File: src/rtl/apb2axi_pkg.sv
// Shared types and constants for the APB3 -> AXI4-Lite bridge.
// The bridge FSM encoding, the AXI response codes and the timeout read-data pattern live here.
package apb2axi_pkg;

  typedef enum logic [2:0] {
    IDLE,
    AR,
    RD,
    WREQ,
    WR,
    DONE,
    DRAIN
  } state_e;

  localparam logic [1:0]  RESP_OKAY    = 2'b00;
  localparam logic [1:0]  RESP_SLVERR  = 2'b10;
  localparam logic [1:0]  RESP_DECERR  = 2'b11;
  localparam logic [31:0] TIMEOUT_DATA = 32'hDEAD_BEEF;

  // EXOKAY (2'b01) is deliberately folded into the non-error case.
  function automatic logic resp_is_err(input logic [1:0] resp);
    return (resp == RESP_SLVERR) || (resp == RESP_DECERR);
  endfunction

endpackage

File: src/rtl/apb2axi_timeout.sv
// Response watchdog: start loads 1 so expired rises in the (TIMEOUT_CYCLES-1)th cycle after start,
// letting the bridge register DONE in cycle TIMEOUT_CYCLES. Only built with APB2AXI_TIMEOUT_EN.
module apb2axi_timeout
  import apb2axi_pkg::*;
#(
  parameter int TIMEOUT_CYCLES = 256
) (
  input  logic clk,
  input  logic rst_n,
  input  logic start,
  input  logic clear,
  output logic expired
);

  localparam int CW = $clog2(TIMEOUT_CYCLES + 1);

  logic [CW-1:0] cnt;
  logic          run;

  assign expired = run && (cnt == CW'(TIMEOUT_CYCLES - 1));

  always_ff @(posedge clk or negedge rst_n) begin
    if (!rst_n) begin
      cnt <= '0;
      run <= 1'b0;
    end else if (start) begin
      cnt <= CW'(1);
      run <= 1'b1;
    end else if (clear) begin
      cnt <= '0;
      run <= 1'b0;
    end else if (run && !expired) begin
      cnt <= cnt + CW'(1);
    end
  end

endmodule

File: src/rtl/apb2axi.sv
// APB3 completer -> AXI4-Lite manager, one outstanding access; pready at setup+3 with zero-wait slaves.
// pready stays low until the AXI response returns; APB2AXI_TIMEOUT_EN adds a response timeout with drain.
module apb2axi
  import apb2axi_pkg::*;
#(
  parameter int         ADDR_W         = 32,
  parameter int         DATA_W         = 32,
  parameter logic [2:0] AXI_PROT       = 3'b000,
  parameter int         TIMEOUT_CYCLES = 256
) (
  input  logic                clk,
  input  logic                rst_n,
  input  logic [ADDR_W-1:0]   paddr,
  input  logic                psel,
  input  logic                penable,
  input  logic                pwrite,
  input  logic [DATA_W-1:0]   pwdata,
  output logic [DATA_W-1:0]   prdata,
  output logic                pready,
  output logic                pslverr,
  output logic                awvalid,
  output logic [ADDR_W-1:0]   awaddr,
  output logic [2:0]          awprot,
  input  logic                awready,
  output logic                wvalid,
  output logic [DATA_W-1:0]   wdata,
  output logic [DATA_W/8-1:0] wstrb,
  input  logic                wready,
  input  logic                bvalid,
  input  logic [1:0]          bresp,
  output logic                bready,
  output logic                arvalid,
  output logic [ADDR_W-1:0]   araddr,
  output logic [2:0]          arprot,
  input  logic                arready,
  input  logic                rvalid,
  input  logic [DATA_W-1:0]   rdata,
  input  logic [1:0]          rresp,
  output logic                rready
);

  state_e              state;
  logic [ADDR_W-1:0]   req_addr;
  logic                setup;
  logic                launch;
  logic [ADDR_W-1:0]   l_addr;
  logic [DATA_W-1:0]   l_wdata;
  logic                l_write;
  logic                ar_hs, r_hs, aw_hs, w_hs, b_hs;
  logic                wreq_done;

  assign awaddr = req_addr;
  assign araddr = req_addr;
  assign awprot = AXI_PROT;
  assign arprot = AXI_PROT;
  assign wstrb  = '1;

  assign setup = psel && !penable;
  assign ar_hs = arvalid && arready;
  assign r_hs  = rvalid && rready;
  assign aw_hs = awvalid && awready;
  assign w_hs  = wvalid && wready;
  assign b_hs  = bvalid && bready;
  // AW and W retire independently; the write request is finished once neither is still pending.
  assign wreq_done = (awvalid || wvalid) && (!awvalid || awready) && (!wvalid || wready);

`ifdef APB2AXI_TIMEOUT_EN
  logic              expired;
  logic              to_fire;
  logic              axi_idle;
  logic              draining;
  logic              queued;
  logic [ADDR_W-1:0] q_addr;
  logic [DATA_W-1:0] q_wdata;
  logic              q_write;

  assign axi_idle = !(arvalid || rready || awvalid || wvalid || bready);
  // A response landing in the expiry cycle still wins over the timeout.
  assign to_fire  = expired && ((state == AR) || (state == WREQ) ||
                                (state == RD && !r_hs) || (state == WR && !b_hs));

  apb2axi_timeout #(
    .TIMEOUT_CYCLES(TIMEOUT_CYCLES)
  ) u_timeout (
    .clk     (clk),
    .rst_n   (rst_n),
    .start   (launch),
    .clear   (state == DONE),
    .expired (expired)
  );
`endif

  always_comb begin
    launch  = 1'b0;
    l_addr  = paddr;
    l_wdata = pwdata;
    l_write = pwrite;
    if (state == IDLE) launch = setup;
`ifdef APB2AXI_TIMEOUT_EN
    if (state == DRAIN && axi_idle) begin
      launch = queued || setup;
      if (queued) begin
        l_addr  = q_addr;
        l_wdata = q_wdata;
        l_write = q_write;
      end
    end
`endif
  end

  always_ff @(posedge clk or negedge rst_n) begin
    if (!rst_n) begin
      state    <= IDLE;
      req_addr <= '0;
      wdata    <= '0;
      prdata   <= '0;
      pready   <= 1'b0;
      pslverr  <= 1'b0;
      arvalid  <= 1'b0;
      rready   <= 1'b0;
      awvalid  <= 1'b0;
      wvalid   <= 1'b0;
      bready   <= 1'b0;
`ifdef APB2AXI_TIMEOUT_EN
      draining <= 1'b0;
      queued   <= 1'b0;
      q_addr   <= '0;
      q_wdata  <= '0;
      q_write  <= 1'b0;
`endif
    end else begin
      pready  <= 1'b0;
      pslverr <= 1'b0;

      // Channel bookkeeping runs in every state so a drain can finish handshakes on its own.
      if (ar_hs) begin
        arvalid <= 1'b0;
        rready  <= 1'b1;
      end
      if (r_hs)      rready  <= 1'b0;
      if (aw_hs)     awvalid <= 1'b0;
      if (w_hs)      wvalid  <= 1'b0;
      if (wreq_done) bready  <= 1'b1;
      if (b_hs)      bready  <= 1'b0;

      case (state)
        AR: if (ar_hs) state <= RD;
        RD: if (r_hs) begin
          prdata  <= rdata;
          pready  <= 1'b1;
          pslverr <= resp_is_err(rresp);
          state   <= DONE;
        end
        WREQ: if (wreq_done) state <= WR;
        WR: if (b_hs) begin
          pready  <= 1'b1;
          pslverr <= resp_is_err(bresp);
          state   <= DONE;
        end
`ifdef APB2AXI_TIMEOUT_EN
        DONE: state <= draining ? DRAIN : IDLE;
        DRAIN: begin
          if (axi_idle) begin
            state    <= IDLE;
            draining <= 1'b0;
            queued   <= 1'b0;
          end else if (setup && !queued) begin
            queued  <= 1'b1;
            q_addr  <= paddr;
            q_wdata <= pwdata;
            q_write <= pwrite;
          end
        end
`else
        DONE: state <= IDLE;
`endif
        default: ;
      endcase

`ifdef APB2AXI_TIMEOUT_EN
      if (to_fire) begin
        state    <= DONE;
        pready   <= 1'b1;
        pslverr  <= 1'b1;
        draining <= 1'b1;
        // Only a timed-out read reports the marker; a write leaves prdata alone.
        if (state == AR || state == RD) prdata <= DATA_W'(TIMEOUT_DATA);
      end
`endif

      if (launch) begin
        req_addr <= l_addr;
        if (l_write) begin
          wdata   <= l_wdata;
          awvalid <= 1'b1;
          wvalid  <= 1'b1;
          state   <= WREQ;
        end else begin
          arvalid <= 1'b1;
          state   <= AR;
        end
      end
    end
  end

endmodule

File: config.mk
export PLATFORM = sky130hd
export DESIGN_NAME = apb2axi
export DESIGN_NICKNAME = d
export VERILOG_FILES = /design/src/rtl/apb2axi_pkg.sv /design/src/rtl/apb2axi_timeout.sv /design/src/rtl/apb2axi.sv
export SDC_FILE = /design/constraint.sdc
export NUM_CORES = 1
export LEC_CHECK = 0
export CAP_MARGIN = 20
export CORE_ASPECT_RATIO = 1.5
export CORE_MARGIN = 8
export CORE_UTILIZATION = 42
export CTS_CLUSTER_SIZE = 25
export DETAILED_ROUTE_END_ITERATION = 10
export GPL_TIMING_DRIVEN = 1
export PLACE_DENSITY_LB_ADDON = 0.08
export SLEW_MARGIN = 40
export SYNTH_ARGS = -nofsm -noshare
export SYNTH_HDL_FRONTEND = slang
export SYNTH_SLANG_ARGS = --single-unit
export TNS_END_PERCENT = 20
File: constraint.sdc
create_clock -name clk -period 2.7 [get_ports clk]
set_input_delay 0.54 -clock clk [delete_from_list [all_inputs] [get_ports clk]]
set_output_delay 0.54 -clock clk [all_outputs]
set_load 0.01 [all_outputs]
==> flow_metrics.tcl, run 1 <==
set metrics [dict create \
    end_kind "flip-flop" \
    final.setup.tns_ps 0 \
    finalHoldViolCount 0 \
    crit_chain "clkdlybuf4s50_1, nor2b_2, and3b_1, nand2_4, mux2_4" \
    regToRegStartpoint "state[1]" \
    setup.worst_path.class "in -> reg" \
    initial_core_util_pct 42.9 \
    grt_max_degree 46 \
    cp-endpoint "wdata[31]" \
    cts_root_buffer "clkbuf_16" \
    final_antenna_net_count 0 \
    powerDensity_nw_per_um2 1070 \
    grt_pass1_wl_um 18500 \
    cts_buffers 9 \
    dieArea_um2 14500 \
    cts_setup_buffers 0 \
    first_global_vias 3366 \
    diodes 0 \
    clock_skew_ps 7.55 \
    syn_area_um2 4540 \
    synth_compound_area_share_pct 2.70 \
    synth_xor_area_share_pct 0 \
    slew_headroom_pct 60.3 \
    syn_avg_cell_area_um2 15.0 \
    synth_cells 303 \
    period_needed_ps 2070 \
    routedWlPerCell_um 18.4 \
    cts_hold_buf 0 \
    track_usage_pct 16.7 \
    power_mw 7.59 \
    cp-start-kind "input port" \
    via_per_inst 4.62 \
    postRouteWirelength_um 12200 \
    clk_pin_slew_ps 70 \
    synth_seq_cells 106 \
    r2r.worst_path.cells 4 \
    cts_sinks 106 \
    status "complete, no violations" \
    rsz0062_at_grt "no" \
    synth_mux_area_share_pct 26.5 \
    ys_warn_count 0 \
    synthAdderAreaFrac_pct 0 \
    dr.pass1.iters 4 \
    setup-violations-final 0 \
    core_um2 10600 \
    min_path_type "in -> async" \
    cp.required_ps 2930 \
    r2r_slack_ps 790 \
    drive_above_1_share_pct 23.2 \
    slew_viol_final 0 \
    dp_hpwl_um 9570 \
    vias 3057 \
    overflow 0 \
    tightest_slew_ps 595 \
    io_buffer_count 242 \
    synth_top_family_by_area "multiplexers" \
    clockBufferDepth 2 \
    vdd_drop_max_uv 656 \
    crit_path_start "psel" \
    fmax_mhz 482 \
    drt_iter0_markers 69 \
    synth-simple-area-share_pct 2.42 \
    p_leak_nw 3.15 \
    nets 623 \
    fin_crit_sh_pct 76.8 \
    chipHeight_um 143 \
    antenna_found_initial 0 \
    synth-seq-area-share_pct 58.4 \
    cpPeakStageDelay_ps 440 \
    io_pins 255 \
    synth_cell_types 30 \
    htreeDepth 3 \
    cp_num_cells 5 \
    maxCapViolCount 0 \
    remaining_drc_errors 0 \
    place_congestion 0.723 \
    cp_top_family "simple AND/OR/NAND/NOR gates" \
    die_w_um 101 \
    fillCellCount 837 \
    cts_tree "yes" \
    rows 46 \
    cp_max_fo 34 \
    area_growth_pct 56.3 \
    reg2reg_to "wdata[2]" \
    arrival_ps 2300 \
    crit_slowest_cell "clkdlybuf4s50_1" \
    cts_resized 0 \
    timing.critical_path.buf_inv 1 \
    clock_latency_ps 340 \
]
-- kinds of logic after synthesis --
logic type	after synthesis
mux	98
flops	106
simple gates	19
compound gates	18
buf+inv	60
other cells	2
-- synth_stat cells --
library cell,n,area share [%]
dfrtp_1,106,58
mux2_2,68,17
buf_4,43,7.1
mux2_4,28,9.3
buf_6,7,1.7
a21oi_1,6,0.66
inv_1,5,0.41
nand2_1,5,0.41
buf_2,4,0.44
nor2_1,3,0.25
nor3_1,3,0.33
a22o_1,2,0.39
conb_1,2,0.17
mux2i_1,2,0.44
nand2b_1,2,0.28
o21ai_0,2,0.22
o22ai_1,2,0.28
a211o_1,1,0.19
a21bo_2,1,0.22
and3b_1,1,0.19
clkbuf_1,1,0.083
nand2_4,1,0.25
nand3_1,1,0.11
nand4_2,1,0.28
nor2b_1,1,0.14
nor2b_2,1,0.19
o211ai_1,1,0.17
o31ai_1,1,0.17
o32a_1,1,0.22
o41ai_1,1,0.19
-- power by group --
group | internal, mW | leakage (nW) | switching (mW)
clock network | 0.721 | 0.139 | 0.558
logic | 2.33 | 1.68 | 1.24
registers | 2.26 | 1.33 | 0.480
total | 5.32 | 3.15 | 2.27
-- cell usage in the layout (no fill, tap or decap), types with 2 or more instances in the layout --
cell type,instances
nand2_1,5
nor3_1,3
nand2b_1,2
a21oi_1,6
clkdlybuf4s50_1,241
o22ai_1,2
clkinv_4,2
buf_4,3
nor2_1,3
mux2_2,68
o21ai_0,2
mux2i_1,2
clkinvlp_4,2
a22o_1,2
clkbuf_16,9
buf_12,2
inv_1,5
conb_1,10
mux2_4,28
dfrtp_1,106
-- through the flow --
step	util (%)	worst slack [ps]	cells	hold WS (ps)	area (um^2)
after floorplan	-	1010	311	244	4570
after global placement	64.2	282	646	485	6800
after detailed placement	64.2	247	646	491	6800
after CTS	67.0	615	662	199	7100
after global routing	67.0	558	662	213	7100
final	67.0	626	662	181	7100
-- metal layers --
| metal | global-route usage, % | up-vias | share of wire, % |
|---|---|---|---|
| met5 | 0 | - | 0 |
| met4 | 5.67 | 0 | 1.6 |
| met3 | 7.51 | 12 | 10 |
| met2 | 29.8 | 137 | 54 |
| met1 | 16.7 | 1497 | 34 |
| li1 | - | 1411 | - |
-- cell type report --
type | count | area [um^2] | area share [%]
Clock buffer | 10 | 229 | 3.23
Clock inverter | 6 | 67.6 | 0.952
Inverter | 5 | 18.8 | 0.264
Multi-Input combinational cell | 145 | 1480 | 20.8
Sequential cell | 106 | 2650 | 37.4
Tap cell | 144 | 180 | 2.54
Timing Repair Buffer | 246 | 2470 | 34.9
-- flip-flops by register name, summed over array words and instances, names as in the netlist, 3 cells and up --
name	cells
wdata	32
araddr	32
prdata	32
state	3
-- worst min-delay path by stage --
stage                     from         end  slack [ps]  cells past startpoint
floorplan                rst_n   araddr[0]         240                      0
global placement    prdata[18]  prdata[18]         490                      1
detailed placement   wdata[19]   wdata[19]         490                      1
CTS                      rst_n   wdata[25]         200                      1
global route             rst_n   wdata[25]         210                      1
finish                   rst_n   wdata[25]         180                      1
-- worst register-to-register path, delay by kind of cell, from the launching register on --
kind | cells | cell delay (ps)
and+or+nand+nor | 3 | 840
muxes | 1 | 400
DFF | 1 | 560
Power figures use the tool's default switching activity.
==> run 2, diff against run 1 <==
--- a/config.mk
+++ b/config.mk
@@ -8,7 +8,7 @@
 export CAP_MARGIN = 20
 export CORE_ASPECT_RATIO = 1.5
 export CORE_MARGIN = 8
-export CORE_UTILIZATION = 42
+export CORE_UTILIZATION = 35
 export CTS_CLUSTER_SIZE = 25
 export DETAILED_ROUTE_END_ITERATION = 10
 export GPL_TIMING_DRIVEN = 1
==> constraint.sdc (replaced) <==
create_clock -name clk -period 1.9 [get_ports clk]
set_input_delay 0.38 -clock clk [delete_from_list [all_inputs] [get_ports clk]]
set_output_delay 0.38 -clock clk [all_outputs]
set_load 0.01 [all_outputs]
==> run 2 against run 1 <==
  * Total power is 44% higher
  * Critical path depth is 4 lower
  * Global-route usage is 2.7 points lower
  * Sequential cell count stayed put
  * Sequential power is 40% higher
==> flow_metrics.tcl, run 2 (synthesis gave the netlist of run 1 again) <==
set metrics [dict create \
    timing.critical_path.buf_inv 1 \
    dieArea_um2 17000 \
    overflow 0 \
    die_w_um 109 \
    tightest_slew_ps 555 \
    nets 632 \
    rows 51 \
    setup_ws_ps 173 \
    antenna_found_initial 0 \
    met3_length_um 1430 \
    cpPeakStageDelay_ps 600 \
    cts_buffers 9 \
    vias 3098 \
    maxCapViolCount 0 \
    grt_pass1_wl_um 18500 \
    period_needed_ps 1730 \
    dp_hpwl_um 9430 \
    cts_setup_buffers 0 \
    chipHeight_um 156 \
    setup.worst_path.class "reg -> out" \
    initial_core_util_pct 35.4 \
    drt-met1-wl_um 4240 \
    via_per_inst 4.52 \
    cp_top_family "buffers and inverters" \
    crit_slowest_cell "clkdlybuf4s50_1" \
    crit_chain "clkdlybuf4s50_1" \
    pre_cts_ws_ps -137 \
    routedWlPerCell_um 17.6 \
    drt_iter0_markers 133 \
    io_pins 255 \
    cts_resized 0 \
    io_buffer_count 242 \
    cp_num_cells 1 \
    postRouteWirelength_um 12100 \
    cts_hold_buf 0 \
    place_congestion 0.734 \
    fmax_mhz 579 \
    cts_root_buffer "clkbuf_16" \
    vdd_drop_max_uv 677 \
    diodes 0 \
    cts_tree "yes" \
    cts_sinks 106 \
    finalHoldViolCount 0 \
    remaining_drc_errors 0 \
    arrival_ps 1350 \
    clock_skew_ps 8.85 \
    final_antenna_net_count 0 \
    htreeDepth 3 \
    dr.pass1.iters 4 \
    slew_viol_final 0 \
    r2r.worst_path.cells 4 \
    cp.required_ps 1520 \
    area_growth_pct 59.6 \
    setup-violations-final 0 \
    p_leak_nw 3.23 \
    clockBufferDepth 2 \
    drive_above_1_share_pct 24.7 \
    slew_headroom_pct 63.0 \
    highest_layer "met4" \
    layout_common_cells "241 x clkdlybuf4s50_1, 106 x dfrtp_1, 68 x mux2_2, 28 x mux2_4, 10 x conb_1" \
    powerDensity_nw_per_um2 1510 \
    clock_latency_ps 340 \
    fin_crit_sh_pct 90.9 \
    power_mw 10.9 \
    end_kind "output pin" \
    grt_max_degree 62 \
    rsz0062_at_grt "no" \
    clk_pin_slew_ps 70 \
    status "complete, no violations" \
    layout_commonest_cell "clkdlybuf4s50_1" \
    cp-start-kind "flip-flop" \
    track_usage_pct 14.0 \
    first_global_vias 3408 \
    min_path_type "in -> async" \
    core_um2 12800 \
    wl_met2_um 6250 \
    cp_max_fo 4 \
]
## run 2: changes by cell type in the layout (fill, tap and decap cells not counted), sizes merged
cell	previous run	this run
inv	5	6
clkbuf	10	11
clkinv	3	2
buf	5	14
clkinvlp	2	1
## run 2: area by class of cell
type | instances | area [um^2]
fill | 1121 | 5570
sequential | 106 | 2650
multi-input combinational | 145 | 1480
tap | 159 | 199
timing repair buffer | 255 | 2590
clock inverter | 5 | 60.1
clock buffer | 11 | 253
inverter | 5 | 18.8
## run 2: through the flow
| stage | instance area, um^2 | TNS (ps) | std cells | hold WS (ps) | utilization (%) |
|---|---|---|---|---|---|
| floorplan | 4570 | 0 | 311 | 84.4 | - |
| global placement | 6940 | -6600 | 670 | 407 | 54.1 |
| detailed placement | 6940 | -6490 | 670 | 403 | 54.1 |
| CTS | 7250 | 0 | 686 | 27.9 | 56.5 |
| global route | 7250 | 0 | 686 | 31.3 | 56.5 |
| finish | 7250 | 0 | 686 | 9.35 | 56.5 |
## run 2: per-layer routing
layer / vias up / GRT usage, %
li1: 1427 / -
met1: 1522 / 14.8
met2: 140 / 24.2
met3: 9 / 6.12
met4: 0 / 4.52
met5: - / 0
## run 2: where the power goes
group / switching [mW] / internal (mW)
logic: 1.82 / 3.38
clock network: 0.817 / 1.10
registers: 0.612 / 3.21
## run 2: worst paths after layout
| kind | slack [ps] | from | end |
|---|---|---|---|
| max | 170 | rready | rready |
| min | 9 | rst_n | wdata[20] |
| max reg2reg | 330 | state[1] | araddr[17] |
| min reg2reg | 510 | bready | bready |
| max in group asynchronous | 1370 | rst_n | prdata[18] |
| min in group clk | 510 | bready | bready |
==> run 3, diff against run 2 <==
--- a/config.mk
+++ b/config.mk
@@ -9,7 +9,6 @@
 export CORE_ASPECT_RATIO = 1.5
 export CORE_MARGIN = 8
 export CORE_UTILIZATION = 35
-export CTS_CLUSTER_SIZE = 25
 export DETAILED_ROUTE_END_ITERATION = 10
 export GPL_TIMING_DRIVEN = 1
 export PLACE_DENSITY_LB_ADDON = 0.08
==> results of run 3 <==
Same layout as run 2: the final DEF is identical, and so are final timing and power.
